[config.mk]
export PLATFORM = sky130hd
export DESIGN_NAME = mux_channel_scanner
export DESIGN_NICKNAME = d
export VERILOG_FILES = /design/src/rtl/mux_scan_pkg.sv /design/src/rtl/mux_scan_next_ch.sv /design/src/rtl/mux_channel_scanner.sv
export SDC_FILE = /design/constraint.sdc
export NUM_CORES = 1
export LEC_CHECK = 0
export ABC_AREA = 0
export BUFFER_PORTS_ARGS = -buffer_cell sky130_fd_sc_hd__buf_2
export CORE_MARGIN = 2
export CORE_UTILIZATION = 50
export DETAILED_ROUTE_END_ITERATION = 10
export GPL_ROUTABILITY_DRIVEN = 0
export PLACE_DENSITY = 0.78
export SYNTH_ARGS = -nofsm -noshare
export SYNTH_HDL_FRONTEND = slang
export SYNTH_SLANG_ARGS = --single-unit
[constraint.sdc]
create_clock -name clk -period 2.6 [get_ports clk]
set_input_delay 0.65 -clock clk [delete_from_list [all_inputs] [get_ports clk]]
set_output_delay 0.65 -clock clk [all_outputs]
set_load 0.05 [all_outputs]
[src/rtl/mux_scan_pkg.sv]
// Shared types and helpers for the mux channel scanner.
// Channel count, select width, FSM states and lowest-channel search.
package mux_scan_pkg;

   localparam int NUM_CH = 4;
   localparam int SEL_W  = 2;

   typedef enum logic {
      IDLE = 1'b0,
      SCAN = 1'b1
   } state_t;

   // Lowest set bit of the mask as a channel index; 0 for an empty mask.
   function automatic logic [SEL_W-1:0] first_enabled(
      input logic [NUM_CH-1:0] mask
   );
      logic [SEL_W-1:0] ch;
      ch = '0;
      for (int i = NUM_CH - 1; i >= 0; i--) begin
         if (mask[i]) ch = SEL_W'(i);
      end
      return ch;
   endfunction

endpackage

[src/rtl/mux_scan_next_ch.sv]
// Next-channel lookup for the scanner.
// Finds the next enabled channel above cur, wrapping to the lowest one.
module mux_scan_next_ch
   import mux_scan_pkg::*;
(
   input  logic [SEL_W-1:0]  cur,
   input  logic [NUM_CH-1:0] mask,
   output logic [SEL_W-1:0]  next,
   output logic              last
);

   // Scan downward so the nearest enabled channel above cur wins.
   always_comb begin
      next = first_enabled(mask);
      last = 1'b1;
      for (int i = NUM_CH - 1; i >= 0; i--) begin
         if (mask[i] && (i > int'(cur))) begin
            next = SEL_W'(i);
            last = 1'b0;
         end
      end
   end

endmodule

[src/rtl/mux_channel_scanner.sv]
// Steps a 4:1 mux through enabled channels and samples its output.
// Publishes one 4-bit frame per pass with a single-cycle valid strobe.
module mux_channel_scanner
   import mux_scan_pkg::*;
#(
   parameter int unsigned DWELL  = 4,
   parameter int unsigned SETTLE = 1
) (
   input  logic              clk,
   input  logic              reset,
   input  logic              start,
   input  logic              stop,
   input  logic              continuous,
   input  logic [NUM_CH-1:0] channel_mask,
   input  logic              mux_out,
   output logic [SEL_W-1:0]  select,
   output logic [NUM_CH-1:0] sample,
   output logic              frame_valid,
   output logic              busy
);

   localparam logic [7:0] LAST_CNT   = 8'(DWELL - 1);
   localparam logic [7:0] SETTLE_CNT = 8'(SETTLE);

   state_t            state, state_n;
   logic [7:0]        cnt, cnt_n;
   logic [NUM_CH-1:0] shadow, shadow_n, shadow_cap;
   logic [NUM_CH-1:0] mask_q, mask_n;
   logic              cont_q, cont_n;
   logic [SEL_W-1:0]  sel_n;
   logic [NUM_CH-1:0] sample_n;
   logic              fv_n, busy_n;
   logic [SEL_W-1:0]  nxt_ch;
   logic              last_ch;
   logic              dwell_end, frame_end;

   mux_scan_next_ch u_next (
      .cur  (select),
      .mask (mask_q),
      .next (nxt_ch),
      .last (last_ch)
   );

   // State and datapath registers.
   always_ff @(posedge clk) begin
      if (reset) begin
         state       <= IDLE;
         cnt         <= '0;
         shadow      <= '0;
         mask_q      <= '0;
         cont_q      <= 1'b0;
         select      <= '0;
         sample      <= '0;
         frame_valid <= 1'b0;
         busy        <= 1'b0;
      end else begin
         state       <= state_n;
         cnt         <= cnt_n;
         shadow      <= shadow_n;
         mask_q      <= mask_n;
         cont_q      <= cont_n;
         select      <= sel_n;
         sample      <= sample_n;
         frame_valid <= fv_n;
         busy        <= busy_n;
      end
   end

   // Next-state logic; the capture is folded into shadow_cap so a
   // capture on the frame-end edge still lands in the published word.
   always_comb begin
      state_n    = state;
      cnt_n      = cnt;
      shadow_n   = shadow;
      mask_n     = mask_q;
      cont_n     = cont_q;
      sel_n      = select;
      sample_n   = sample;
      fv_n       = 1'b0;
      busy_n     = busy;
      shadow_cap = shadow;
      if (state == SCAN && cnt == SETTLE_CNT) shadow_cap[select] = mux_out;
      dwell_end = (cnt == LAST_CNT);
      frame_end = (state == SCAN) && dwell_end && last_ch;

      unique case (state)
         IDLE: begin
            if (start && !stop && (|channel_mask)) begin
               state_n  = SCAN;
               mask_n   = channel_mask;
               cont_n   = continuous;
               sel_n    = first_enabled(channel_mask);
               cnt_n    = '0;
               shadow_n = '0;
               busy_n   = 1'b1;
            end
         end
         SCAN: begin
            shadow_n = shadow_cap;
            cnt_n    = cnt + 8'd1;
            if (dwell_end) begin
               cnt_n = '0;
               sel_n = nxt_ch;
            end
            if (frame_end) begin
               sample_n = shadow_cap & mask_q;
               fv_n     = 1'b1;
               if (cont_q && !stop) begin
                  sel_n    = first_enabled(mask_q);
                  shadow_n = '0;
               end else begin
                  state_n = IDLE;
                  busy_n  = 1'b0;
                  sel_n   = '0;
                  cnt_n   = '0;
               end
            end else if (stop) begin
               state_n = IDLE;
               busy_n  = 1'b0;
               sel_n   = '0;
               cnt_n   = '0;
            end
         end
         default: state_n = IDLE;
      endcase
   end

endmodule

== Word level (Yosys, flattened, before mapping) ==
Cells that the tools add are included.

* Register bits after elaboration: 26
* Output and inout port bits: 8

* Add/subtract/negate cells: 1
* $lt $le $gt $ge: 5
* Equal/unequal tests: 6
* Multiplexer cells: 45
* Bitwise logic cells: 2
* Reduce and logical (&&, ||, !) cells: 17

{| class="wikitable"
|+ Operators by type and width
! operator !! count
|-
| $mux 8 || 5
|-
| $mux 2 || 16
|-
| $mux 4 || 4
|-
| $pmux 8 s2 || 1
|-
| $mux 1 || 13
|-
| $logic_and 1x1->1 || 10
|-
| $add 8x1->8 const B || 1
|-
| $eq 8x1->1 const B || 1
|-
| $eq 8x2->1 const B || 1
|-
| $pmux 4 s2 || 1
|-
| $reduce_and 2->1 || 3
|-
| $and 4x4->4 || 1
|-
| $bwmux 4 || 1
|-
| $gt 2x2->1 const A || 2
|-
| $ne 4x2->1 const B || 1
|-
| $pmux 1 s2 || 2
|-
| $pmux 2 s2 || 1
|-
| $reduce_or 4->1 || 1
|-
| $lt 2x3->1 const B || 1
|-
| $ne 3x2->1 const B || 1
|-
| $ne 3x3->1 const B || 1
|-
| $reduce_and 3->1 || 1
|-
| $demux 1 s2 || 1
|-
| $ge 2x1->1 const B || 1
|-
| 5 further kinds || 5
|}

== Longest topological paths before layout ==
Gate-level depths: netlist of run 1.

* Word-level depth: 11
* Depth in mapped cells: 6

== Cells and area by module ==
A second synthesis of run 1 with hierarchy kept.

* Cell total of the unflattened synthesis: 159
* Area, all modules: 1410.1 um2

{| class="wikitable"
|+ By module, submodules not included
! module !! instances !! cells an instance !! area each (um2)
|-
| mux_channel_scanner || 1 || 144 || 1317.5
|-
| mux_scan_next_ch || 1 || 15 || 92.6
|}

== Worst setup path before layout of run 1 ==
Ideal clock, no wire load.

* Kind: register to register
* Start point: register select[0]
* End point: register sample[3]
* Setup time: 117 ps
* Data arrival time: 1953 ps
* Setup slack: 529 ps
* Stages on the path, launching flop included: 6
* Buffers on the path: 1
* Period minus slack after synthesis: 2071 ps
* Cell sequence: dfxtp_1 > clkbuf_1 > nand2b_1 > a22oi_1 > or2_2 > a32o_1

* Cells in the longest elaborated chain, start to end: 7
* Elaborated cells between the ends (all ways): 19
* Classes of those cells: 5 x order compare; 7 x mux; 1 x bitwise; 6 x reduce/logical

{| class="wikitable"
|+ RTL lines
! item !! line !! RTL
|-
| start: declaration || mux_channel_scanner.sv:16 || <nowiki>output logic [SEL_W-1:0] select,</nowiki>
|-
| start signal: assignment || mux_channel_scanner.sv:62 || <nowiki>select <= sel_n;</nowiki>
|-
| $lt 2x3->1 (implied by the code), or another cell as far along || mux_channel_scanner.sv:82 || <nowiki>if (state == SCAN && cnt == SETTLE_CNT) shadow_cap[select] = mux_out;</nowiki>
|-
| $logic_and 1x1->1 (on tied branches) || mux_channel_scanner.sv:82, mux_scan_next_ch.sv:17 ||
|-
| $mux 1 (on tied branches) || mux_channel_scanner.sv:82, mux_scan_next_ch.sv:17 ||
|-
| $demux 1 s2 / $mux 1 (equally long branches) || mux_channel_scanner.sv:82, mux_scan_next_ch.sv:17 ||
|-
| $bwmux 4 / $mux 1 (equally long branches) || mux_channel_scanner.sv:82, mux_scan_next_ch.sv:17 ||
|-
| $mux 4 / $logic_and 1x1->1 (equally long branches) || mux_channel_scanner.sv:82, mux_channel_scanner.sv:84 ||
|-
| $and 4x4->4 / $reduce_and 2->1 (equally long branches) || - ||
|-
| end signal: assignment || mux_channel_scanner.sv:63 || <nowiki>sample <= sample_n;</nowiki>
|-
| end: declaration || mux_channel_scanner.sv:17 || <nowiki>output logic [NUM_CH-1:0] sample,</nowiki>
|}

Parallel ways exist; a longest one is shown, timed or not.
A chain may end at the register's enable or synchronous reset.

== Worst setup path in the final report of run 1 ==
* Start point: register cnt[4]
* End point: register shadow[3]

* Cells in the longest elaborated chain, start to end: 6
* Elaborated cells between the ends (all ways): 9
* Classes of those cells: 2 x eq/ne; 4 x mux; 3 x reduce/logical

{| class="wikitable"
|+ RTL lines
! item !! line !! RTL
|-
| start: declaration || mux_channel_scanner.sv:26 || <nowiki>logic [7:0] cnt, cnt_n;</nowiki>
|-
| start signal: assignment || mux_channel_scanner.sv:58 || <nowiki>cnt <= cnt_n;</nowiki>
|-
| $eq 8x1->1 || mux_channel_scanner.sv:82 ||
|-
| $logic_and 1x1->1 || mux_channel_scanner.sv:82 ||
|-
| $mux 4 || mux_channel_scanner.sv:82 ||
|-
| $mux 4 || mux_channel_scanner.sv:108 || <nowiki>if (cont_q && !stop) begin</nowiki>
|-
| $mux 4 (*) || mux_channel_scanner.sv:105 || <nowiki>if (frame_end) begin</nowiki>
|-
| $pmux 4 s2 (*) || mux_channel_scanner.sv:86 || <nowiki>unique case (state)</nowiki>
|-
| end signal: assignment || mux_channel_scanner.sv:59 || <nowiki>shadow <= shadow_n;</nowiki>
|-
| end: declaration || mux_channel_scanner.sv:27 || <nowiki>logic [NUM_CH-1:0] shadow, shadow_n, shadow_cap;</nowiki>
|}

Every way passes the cells marked *; elsewhere a longest branch is shown, timed or not.

==> metrics list, run 1 <==
- The number of antenna violations at the first check in global routing was 0.
- The final reports fail on design-rule violations.
* Final period utilization: 84.0%
- On the final layout, the worst hold slack is 483 ps.
* Peak fanout along the critical path: 8
- The number of failing hold endpoints at the final stage came to 0.
* Sum Neg Setup Slack: 0 ps
* Kind of critical path: reg2reg
- The area growth from synthesis to layout is 8.86%.
- Sequential elements use 34.8% of the synthesized area.
* Leading cell type by number of instances after synthesis: dfxtp_1
* Max clock buf depth: 2
* Count of endpoints failing setup in the final report: 0
- After detailed routing, the number of remaining DRC violations is 1.
* Power per unit of standard cell area: 446 nW/um^2
* Number of levels in the clock H-tree: 1
- Total global routing overflow: 0
* Cell breakdown of the critical path: nor4_1 > nand3_1 > o41ai_1 > o22ai_1
- dfxtp_1 takes more of the synthesized area than any other cell.
- Least-Margin Pin Slew: 794 ps
* Initial DRC count: 79
- FF+latch area: 520 um^2
- In this run, the combinational gates consume 13.0% of the power.
- Among cell families on the critical path, the largest total delay comes from simple AND/OR/NAND/NOR gates.
- The finished layout holds 214 standard cells, fillers aside.
- Total routing resource utilization after global routing: 23.4%
- In this run the mean area of a mapped cell was 8.91 um^2.
- Area post-placement: 1590 um^2
* Worst endpoint required time: 2810 ps
* Outcome: complete, but fails checks
- Counting every net in the synthesized netlist gives 180.
- The floorplan step defined a die boundary enclosing 3450 um^2.
* Clock insertion delay at the later pin of the skew report: 330 ps
- The analysis attributes to cell leakage a power of 0.561 nW.
- The clock period could shrink to 2180 ps.
- Area used by multi-input combinational logic: 900 um^2
* Setup repair after global routing missed its margin: no
- TritonCTS created 3 clock buffers.
- Register share of total power: 57.6%
- Remaining max-slew budget at the tightest pin: 47.1%
- CTS sink count: 26
- TritonCTS built the clock tree.
- During I/O placement, the number of pins put on the boundary was 18.
- Max Transition Viols Final: 0
- Gates resized, CTS repair: 0
* Arrival time at the worst endpoint: 2390 ps
* Number of antenna diodes: 0
* Total iterations of the first detailed-routing run: 8
- Starting density of the core: 53.3%
- Clock transition time at the flip-flop clock pins of the worst setup and hold paths: 140 ps
- Number of setup buffers added after CTS: 0
- STA classifies the critical path endpoint as a register.
* Global-route wire length before repair: 6.31 mm
- In the routed layout, each cell is associated on average with a via count of 6.67.
* Element type at the critical path start: register
* Fill cell count: 260
- Internal power contribution: 0.000522 W
- After synthesis, the share of flip-flops with an asynchronous set or reset is 0%.
- Fmax: 458 MHz
- The floorplan has 19 rows.
- After synthesis the netlist holds a flip-flop and latch count of 26.
- Synthesis produced a netlist whose cell count is 168.
* Total of buffers placed on input and output ports: 17
- Final core utilization: 58.1%
- Largest vdd supply drop: 0.224 mV
- Number of hold buffers added after CTS: 0
* MaxCap Viol Count: 0
- Of the total power, the share spent switching nets is 28.1%.
* Post-detailed-routing wire length: 3.66 mm
* Final net count: 196
- The path class of the tightest hold or removal check is reg2reg.
- Total vias in the final route: 1428
- Antenna Nets Post-Route: 0
- Ratio of cells with drive above 1 in the final layout: 19.7%
- CP max stage delay: 640 ps
* Number of library cell types mapped by synthesis: 50
- By count the netlist is led by 26 x dfxtp_1, 16 x nor2_1, 11 x inv_1.
- Entering global routing, the biggest net connects 25 pins.
- Routed length per placed instance: 17.1 um
- The clock arrives with 3.44 ps of skew.
* Worst-path cell with the longest stage delay: o41ai_1
- After legalization and detailed placement, the total HPWL measured 2.69 mm.
- Most common flop cell mapped by yosys: dfxtp_1
- Post-synth EDFFs: 0
- Number of placed instances with taps included: 210
* Part of the power in the clock network: 29.4%
* Psw: 0.000204 W
- Synthesis warning total: 0
- The die is 58.7 um wide.
- The total area inside the core boundary comes to 2810 um^2.
- The critical path contains buffers and inverters numbering 0 combined.
- Sorting the synthesized cells by area gives the leading types as dfxtp_1 35%, mux2i_1 5.4%, nor2_1 4.0%.
- Finished Cell Area: 1630 um^2
- Clock root buffer master: clkbuf_4
* Share of Yosys cell area claimed by the top area cell type: 34.8%
- The die is 58.7 um tall.
- Mapped Area: 1500 um^2
- Via count of the first global-routing pass: 1376
==> worst paths after layout <==
| path | startpoint | endpoint | slack, ps | cells past startpoint |
|---|---|---|---|---|
| hold reg to reg | shadow[1] | shadow[1] | 480 | 1 |
| setup / recovery | cnt[4] | shadow[3] | 420 | 4 |
| hold / removal | shadow[1] | shadow[1] | 480 | 1 |
| setup reg to reg | cnt[4] | shadow[3] | 420 | 4 |
==> cell usage in the layout (no fill, tap or decap), types with 2 or more instances in the layout <==
cell type,synthesis,final
a21oi_1,6,6
dfxtp_1,26,26
a31oi_1,3,3
inv_1,11,11
ha_1,2,2
o21ai_0,6,6
o211a_1,2,2
buf_2,1,17
mux2i_1,8,8
o31ai_1,3,3
o211ai_1,5,5
and3_1,3,3
nand3_1,4,4
a41oi_1,2,2
clkbuf_4,0,3
a311oi_1,4,4
nand2b_1,8,8
nor4_4,2,2
nor2_1,16,16
nand2_1,5,5
nor2b_1,2,2
a211oi_1,2,2
nor3_1,3,3
nor4_1,5,5
or2_2,2,2
o2bb2ai_1,2,2
nand4_1,3,3
o22ai_1,3,3
o41ai_2,3,3
==> stage by stage <==
| stage | power, W | setup WS [ps] |
|---|---|---|
| after floorplan | 0.000486 | 529 |
| after global placement | 0.000515 | 495 |
| after detailed placement | 0.000518 | 502 |
| after CTS | 0.000726 | 459 |
| after global routing | 0.000754 | 280 |
| final | 0.000727 | 415 |
==> flip-flops by register name, indices dropped and copies added, names as in the netlist <==
name	flops
busy	1
cnt	8
cont_q	1
frame_valid	1
mask_q	4
sample	4
select	2
shadow	4
state	1
==> final cells by class <==
class	count	share of cell area, %
flip-flops and latches	26	32.0
clock buffers	4	2.23
inverters	11	2.53
well taps	31	2.38
multi-input cells	124	55.2
repair buffers	18	5.68
==> worst reg2reg max path, cell delays in order, from the launching register on <==
cell and delay [ps]:
dfxtp_1 400, nor4_1 510, nand3_1 320, o41ai_1 640
o22ai_1 180
==> logic make-up after synthesis <==
kind of cell             Yosys count  share of synthesized area (%)
AND/OR/NAND/NOR                   60                           24.4
AO/OA/AOI/OAI                     53                           27.9
flip-flops                        26                           34.8
buffers and inverters             18                           5.10
multiplexers                       9                           6.10
adder cells (fa/ha/maj)            2                           1.67
==> power by group through the flow <==
stage	combinational, W	clock (W)	sequential (W)
4_1_cts	0.0000923	0.000216	0.000418
3_5_place_dp	0.0000915	0	0.000427
3_3_place_gp	0.0000884	0	0.000426
6_report	0.0000941	0.000214	0.000419
2_1_floorplan	0.0000585	0	0.000427
5_1_grt	0.000103	0.000231	0.000420
==> routing by layer <==
layer,GRT usage [%],routed length [um],up-vias
met5,0,0,-
met4,7.14,44,0
li1,-,-,682
met2,40.0,1800,58
met3,3.30,222,8
met1,30.6,1590,680
(Power assumes the default switching activity.)
==> inputs of run 2 (changes only) <==
--- a/config.mk
+++ b/config.mk
@@ -11,7 +11,7 @@
 export CORE_UTILIZATION = 50
 export DETAILED_ROUTE_END_ITERATION = 10
 export GPL_ROUTABILITY_DRIVEN = 0
-export PLACE_DENSITY = 0.78
+export PLACE_DENSITY = 0.81
 export SYNTH_ARGS = -nofsm -noshare
 export SYNTH_HDL_FRONTEND = slang
 export SYNTH_SLANG_ARGS = --single-unit
==> constraint.sdc (replaced) <==
create_clock -name clk -period 1.8 [get_ports clk]
set_input_delay 0.45 -clock clk [delete_from_list [all_inputs] [get_ports clk]]
set_output_delay 0.45 -clock clk [all_outputs]
set_load 0.05 [all_outputs]
==> metrics list, run 2 (synthesized netlist as in run 1, its figures left out) <==
- The DRC violation count after routing came to 2 (+1).
- Die span in x: 58.7 um (unchanged)
- The average wire length per cell after detail routing was 18.3 um (+7.1%).
- By startpoint and endpoint, the worst setup path is classified as reg2reg.
- The half-perimeter wire length after placement came to 3.03 mm (+13%).
* Total global routing overflow: 0 (unchanged)
* Count of endpoints failing setup in the final report: 1 (+1)
- CTS sink count: 26 (unchanged)
* Final worst-path setup slack: -12.6 ps (-428 ps)
* FF+latch area: 532 um^2 (+2.2%)
- The starting density of the core came to 53.3% (unchanged).
* Total routing resource utilization after global routing: 27.0% (+3.6 points)
- Die Area: 3450 um^2 (unchanged)
- The first-pass GRT wire length came to 7.20 mm (+14%).
- The average vias per placed instance came to 6.62 (-0.80%).
- The worst register-to-register path begins at cnt[5].
- The worst slew slack as a fraction of its limit is 56.7% (+9.6 points).
- Worst setup slack for register-to-register paths: -10 ps (-430 ps)
- Number of levels in the clock H-tree: 1 (unchanged)
- Fmax: 552 MHz (+21%)
* Worst slack at placement: -13.0 ps (-515 ps)
- Cell breakdown of the critical path: or4_2 > nor2_1 > buf_4 > nand3_1 > o211ai_1
- Final net count: 216 (+10%)
* Area post-placement: 1750 um^2 (+9.8%)
- The number of routed nets with antenna violations was 0 (unchanged).
- Via count of the first global-routing pass: 1499 (+8.9%)
* Worst-path cell with the longest stage delay: or4_2
* Y dimension of the die: 58.7 um (unchanged)
- The highest ir drop seen on vdd was 0.320 mV (+43%).
- Final period utilization: 101% (+17 points)
- Largest Register: cnt
- Initial DRC count: 120 (+52%)
- The multi-input logic area is 956 um^2 (+6.3%).
- The flip-flop count of the largest register, all copies and words added was 8 (unchanged).
- Post-detailed-routing wire length: 4.28 mm (+17%)
- The power per cell area came to 572 nW/um^2 (+28%).
- The clock latency on the worst-skew pair is 310 ps (-20 ps).
- Element type at the critical path start: register
* Outcome: complete, but fails checks
- Setup repair after global routing could not meet its margin everywhere.
- Endpoint of the worst hold-timing path: mask_q[1]
- MaxCap Viol Count: 0 (unchanged)
* Arrival time at the worst endpoint: 2050 ps (-340 ps)
* Clock root buffer master: clkbuf_4
* Worst hold-check slack: 427 ps (-55.6 ps)
- Total of buffers placed on input and output ports: 17 (unchanged)
* Initial antenna violation count: 0 (unchanged)
- Maximum number of pins on one net before global-route repair: 17 (-32%)
* Start point of the worst hold path: channel_mask[1]
- Fill cell count: 224 (-14%)
- Max Transition Viols Final: 0 (unchanged)
- The cell depth of the worst hold path was 3 (+2).
- The ratio of cells with drive above 1 in the final layout was 34.5% (+15 points).
- The TritonCTS buffer count was 3 (unchanged).
- In this run the worst hold path is classified as in2reg.
- The worst-case clock buffer depth came to 2 (unchanged).
* Clock transition time at the flip-flop clock pins of the worst setup and hold paths: 140 ps (about the same)
* Most frequent cells in the layout: 19 x dfxtp_1, 18 x buf_4, 17 x buf_2, 16 x nor2_1, 10 x inv_1
- Area Growth Syn to Fin: 23.4%
- The final reports fail on design-rule violations, negative setup slack.
- The stage delay of the slowest cell on the critical path came to 740 ps (+100 ps).
- Number of antenna diodes: 0 (unchanged)
* Core region area: 2810 um^2 (unchanged)
- Category of the worst setup path capture point: register
- The total vias in the final route is 1549 (+8.5%).
- The post-route clock skew is 2.73 ps (-0.715 ps).
- Worst endpoint required time: 2040 ps (-770 ps)
- The leakage power total was 0.672 nW (+20%).
- Finished Cell Area: 1850 um^2 (+13%)
- The number of failing hold endpoints at the final stage came to 0 (unchanged).
- The time the worst path needs with I/O delays and setup came to 1810 ps (-372 ps).
- The biggest fanout along the worst timing path came to 4 (-4).
* Worst reg2reg path endpoint: select[0]
* Least-Margin Pin Slew: 646 ps (-148 ps)
* R2R cell count: 5 (+1)
- Total iterations of the first detailed-routing run: 7 (-1)
* Most frequent standard cell in the layout excluding fill and tap cells: dfxtp_1
* I/O pins: 18 (unchanged)
* Row cnt: 19 (unchanged)
- TritonCTS built the clock tree.
-- run 2: critical path: cells and delay by family, from the launching register on --
kind / cells / cell delay [ps]
flops: 1 / 370
buf+inv: 1 / 160
simple gates: 3 / 1020
compound gates: 1 / 180
-- run 2: power breakdown --
group / leakage [nW] / internal (W) / switching (W)
registers: 0.214 / 0.000586 / 0.0000188
logic: 0.437 / 0.0000608 / 0.0000970
clock network: 0.0210 / 0.000124 / 0.000170
total: 0.672 / 0.000770 / 0.000286
-- run 2: timing repair --
action / CTS / global route
setup endpoints to repair: 3 / 11
pin swaps: 1 / 3
cloned: 1 / 0
hold buffers: 0 / 0
setup buffers: 0 / 1
gates resized for setup: 2 / 11
-- run 2: area by class of cell --
| type | instances | area share (%) |
|---|---|---|
| sequential | 26 | 28.8 |
| tap | 31 | 2.10 |
| multi-input combinational | 125 | 51.8 |
| inverter | 11 | 2.24 |
| clock buffer | 4 | 1.96 |
| timing repair buffer | 37 | 13.1 |
-- run 2: layer usage --
metal / vias up / global-route usage [%] / share of wire (%) / wire length, um
met2: 77 / 46.9 / 48 / 2080
li1: 730 / - / - / -
met5: - / 0 / 0 / 0
met4: 0 / 11.7 / 3.6 / 153
met3: 15 / 3.96 / 7.1 / 305
met1: 727 / 33.2 / 41 / 1750
-- run 2: through the flow --
step / instances / setup TNS [ps] / total power (W) / util, %
3_5_place_dp: 228 / -13.0 / 0.000765 / 62.4
3_3_place_gp: 228 / 0 / 0.000759 / 62.4
5_1_grt: 234 / -138 / 0.00111 / 65.8
4_1_cts: 233 / 0 / 0.00106 / 64.1
2_1_floorplan: 168 / 0 / 0.000702 / -
6_report: 234 / -12.6 / 0.00106 / 65.8
-- run 2: worst max path at each step --
stage,slack (ps),startpoint,depth (start not counted),to
after floorplan,4,cnt[4],5,sample[3]
after global placement,40,cnt[4],4,sample[3]
after detailed placement,-10,channel_mask[3],5,cnt[5]
after CTS,5,cnt[4],5,select[1]
after global routing,-40,cnt[5],4,sample[2]
final,-10,cnt[5],5,select[0]
==> inputs of run 3 (changes only) <==
--- a/config.mk
+++ b/config.mk
@@ -11,7 +11,7 @@
 export CORE_UTILIZATION = 50
 export DETAILED_ROUTE_END_ITERATION = 10
 export GPL_ROUTABILITY_DRIVEN = 0
-export PLACE_DENSITY = 0.81
+export PLACE_DENSITY = 0.82
 export SYNTH_ARGS = -nofsm -noshare
 export SYNTH_HDL_FRONTEND = slang
 export SYNTH_SLANG_ARGS = --single-unit
==> metrics list, run 3 (synthesized netlist as in run 1, its figures left out) <==
* Outcome: complete, but fails checks
- The checks that failed: design-rule violations.
- Number of buffers created by CTS: 3 (unchanged)
- Final worst-path setup slack: 36.3 ps (+48.9 ps)
- Die Area: 3450 um^2 (unchanged)
- The worst slew slack as a fraction of its limit was 56.9% (+0.26 points).
* Total iterations of the first detailed-routing run: 7 (unchanged)
- The DRC violation count after routing came to 1 (-1).
* R2R cell count: 4 (-1)
- The worst endpoint data arrival time came to 1980 ps (-70 ps).
* Global-route wire length before repair: 6.64 mm (-7.8%)
- TritonCTS built the clock tree.
- Clock insertion delay at the later pin of the skew report: 320 ps (about the same)
- The number of nets in the finished design is 214 (-0.93%).
- Post-layout min period: 1760 ps (-48.9 ps)
- The number of instances in the placed design is 226 (-0.88%).
- Antenna Nets Post-Route: 0 (unchanged)
- Worst reg2reg path endpoint: sample[1]
- The worst-case clock buffer depth was 2 (unchanged).
- The average wire length per cell after detail routing is 16.9 um (-7.5%).
- Final Hold Viols: 0 (unchanged)
* Initial DRC count: 95 (-21%)
- Largest Register: cnt
- STA classifies the critical path startpoint as a register.
* Gate power share: 14.5% (-0.4 points)
* Most congested layer reported by global routing: met2
- The total clock sinks is 26 (unchanged).
- The starting density of the core was 53.3% (unchanged).
* Post-detailed-routing wire length: 3.93 mm (-8.3%)
- The number of top-level pins is 18 (unchanged).
- Fmax: 567 MHz (+2.8%)
- The startpoint identified for the worst register-to-register timing path is cnt[6].
- Worst hold-check slack: 373 ps (-53.8 ps)
* Category of the worst setup path capture point: register
- Register share of total power: 57.3% (about the same)
* Detail Placement HPWL: 2.84 mm (-6.6%)
- The via count of the first global-routing pass is 1488 (-0.73%).
- In this run the clock root is driven by a clkbuf_4.
* Number of vias per cell: 6.59 (-0.44%)
- Met3 Track Usage GR: 3.30% (-0.66 points)
* Met2 Track Usage GR: 38.8% (-8.0 points)
- In this run the most critical hold path is launched from continuous.
* Initial antenna violation count: 0 (unchanged)
- The count of buffers from port buffering was 17 (unchanged).
- MaxCap Viol Count: 0 (unchanged)
- Setup repair after global routing missed its margin: yes
- Total global routing overflow: 0 (unchanged)
- The worst hold path terminates at cont_q.
- Number of levels in the clock H-tree: 1 (unchanged)
* Non-filler cells in the finished layout: 232 (-0.85%)
* Number of stages on the worst hold path: 3 (unchanged)
- In this run the worst hold path is classified as in2reg.
- The post-place instance area came to 1730 um^2 (-0.86%).
* Total vias in the final route: 1529 (-1.3%)
- Core region area: 2810 um^2 (unchanged)
- The ratio of cells with drive above 1 in the final layout is 33.3% (-1.1 points).
- Row cnt: 19 (unchanged)
- The multi-input logic area was 961 um^2 (+0.52%).
- The flip-flop count of the largest register, all copies and words added is 8 (unchanged).
- The number of diodes added for antenna fixing was 0 (unchanged).
- The combined global-route utilization of all metal layers was 24.6% (-2.4 points).
- The fill cell instance count of the final layout was 231 (+3.1%).
- Worst setup slack for register-to-register paths: 40 ps (+50 ps)
* Die span in x: 58.7 um (unchanged)
- Kind of critical path: reg2reg
- The post-route clock skew is 1.77 ps (-0.960 ps).
- Part of the power in the clock network: 28.2% (+0.4 points)
- The pin count of the biggest net entering global routing is 17 (unchanged).
- The accumulated negative setup slack is 0 ps (+12.6 ps).
- The leakage power total came to 0.660 nW (-1.8%).
- The register area is 531 um^2 (-0.24%).
* Power per unit of standard cell area: 576 nW/um^2 (+0.61%)
- Compared with the post-synthesis result, the final layout area differs by 22.7%.
- Switching fraction of total power: 27.3% (+0.18 points)
- The required time reported for the critical path endpoint was 2020 ps (-20 ps).
- The clock transition at the registers of the reported paths came to 140 ps (about the same).
- The highest ir drop seen on vdd came to 0.371 mV (+16%).
* Most frequent standard cell in the layout excluding fill and tap cells: dfxtp_1
- Peak fanout along the critical path: 5 (+1)
- Met1 demand-to-capacity share in global routing: 32.9% (-0.32 points)
- The final setup violation count was 0 (-1).
- The transition at the pin with the smallest max-transition slack was 642 ps (-3.90 ps).
- Y dimension of the die: 58.7 um (unchanged)
- The ratio of final minimum period to clock period came to 98.0% (-2.7 points).
- Finished Cell Area: 1840 um^2 (-0.61%)
- Psw: 0.000288 W (+0.67%)
- The setup slack at placement was -4.34 ps (+8.66 ps).
* Internal power contribution: 0.000768 W (-0.26%)
* Max Transition Viols Final: 0 (unchanged)
* Most frequent cells in the layout: 20 x dfxtp_1, 17 x buf_2, 16 x buf_4, 15 x nor2_1, 11 x inv_1
## run 3: power by group through the flow
| stage | combinational, W | clock [W] | sequential (W) |
|---|---|---|---|
| 6_report | 0.000153 | 0.000298 | 0.000605 |
| 5_1_grt | 0.000166 | 0.000332 | 0.000607 |
| 4_1_cts | 0.000149 | 0.000310 | 0.000603 |
| 3_5_place_dp | 0.000148 | 0 | 0.000616 |
| 3_3_place_gp | 0.000143 | 0 | 0.000615 |
| 2_1_floorplan | 0.0000849 | 0 | 0.000617 |
## run 3: per-layer routing
metal	vias to the layer above	routed length (um)	part of all wire, %
met5	-	0	0
met4	0	126	3.2
met3	13	196	5.0
met2	59	1820	46
met1	730	1790	46
li1	727	-	-
## run 3: worst max-delay path by stage
stage                    start         to  slack, ps  cells past startpoint
2_1_floorplan           cnt[4]  sample[3]          4                      5
3_3_place_gp   channel_mask[3]     cnt[5]         20                      5
3_5_place_dp            cnt[4]  select[1]         -4                      5
4_1_cts                 cnt[6]  sample[3]          4                      4
5_1_grt                 cnt[1]  select[0]         -4                      6
6_report                cnt[6]  sample[1]         40                      4
## run 3: what timing repair did
action	4_1_cts	5_1_grt
setup buffers	0	1
pin swaps	1	3
hold buffers	0	0
endpoints found under the setup margin	2	11
cloned	1	0
gates resized for setup	2	11
endpoints found under the hold margin	0	0
## run 3: critical path: stages (launching register included)
cell and delay (ps):
dfxtp_2 370, or4_4 620, nor4_4 260, mux2i_2 310
o41ai_2 100
## run 3: cell type report
cell class,instances,area share [%]
multi-input combinational,125,52.4
sequential,26,28.9
timing repair buffer,35,12.4
inverter,11,2.25
tap,31,2.11
clock buffer,4,1.98
## run 3: per-stage QoR
step	util, %	power, W
2_1_floorplan	-	0.000702
3_3_place_gp	61.8	0.000758
3_5_place_dp	61.8	0.000763
4_1_cts	63.7	0.00106
5_1_grt	65.4	0.00111
6_report	65.4	0.00106
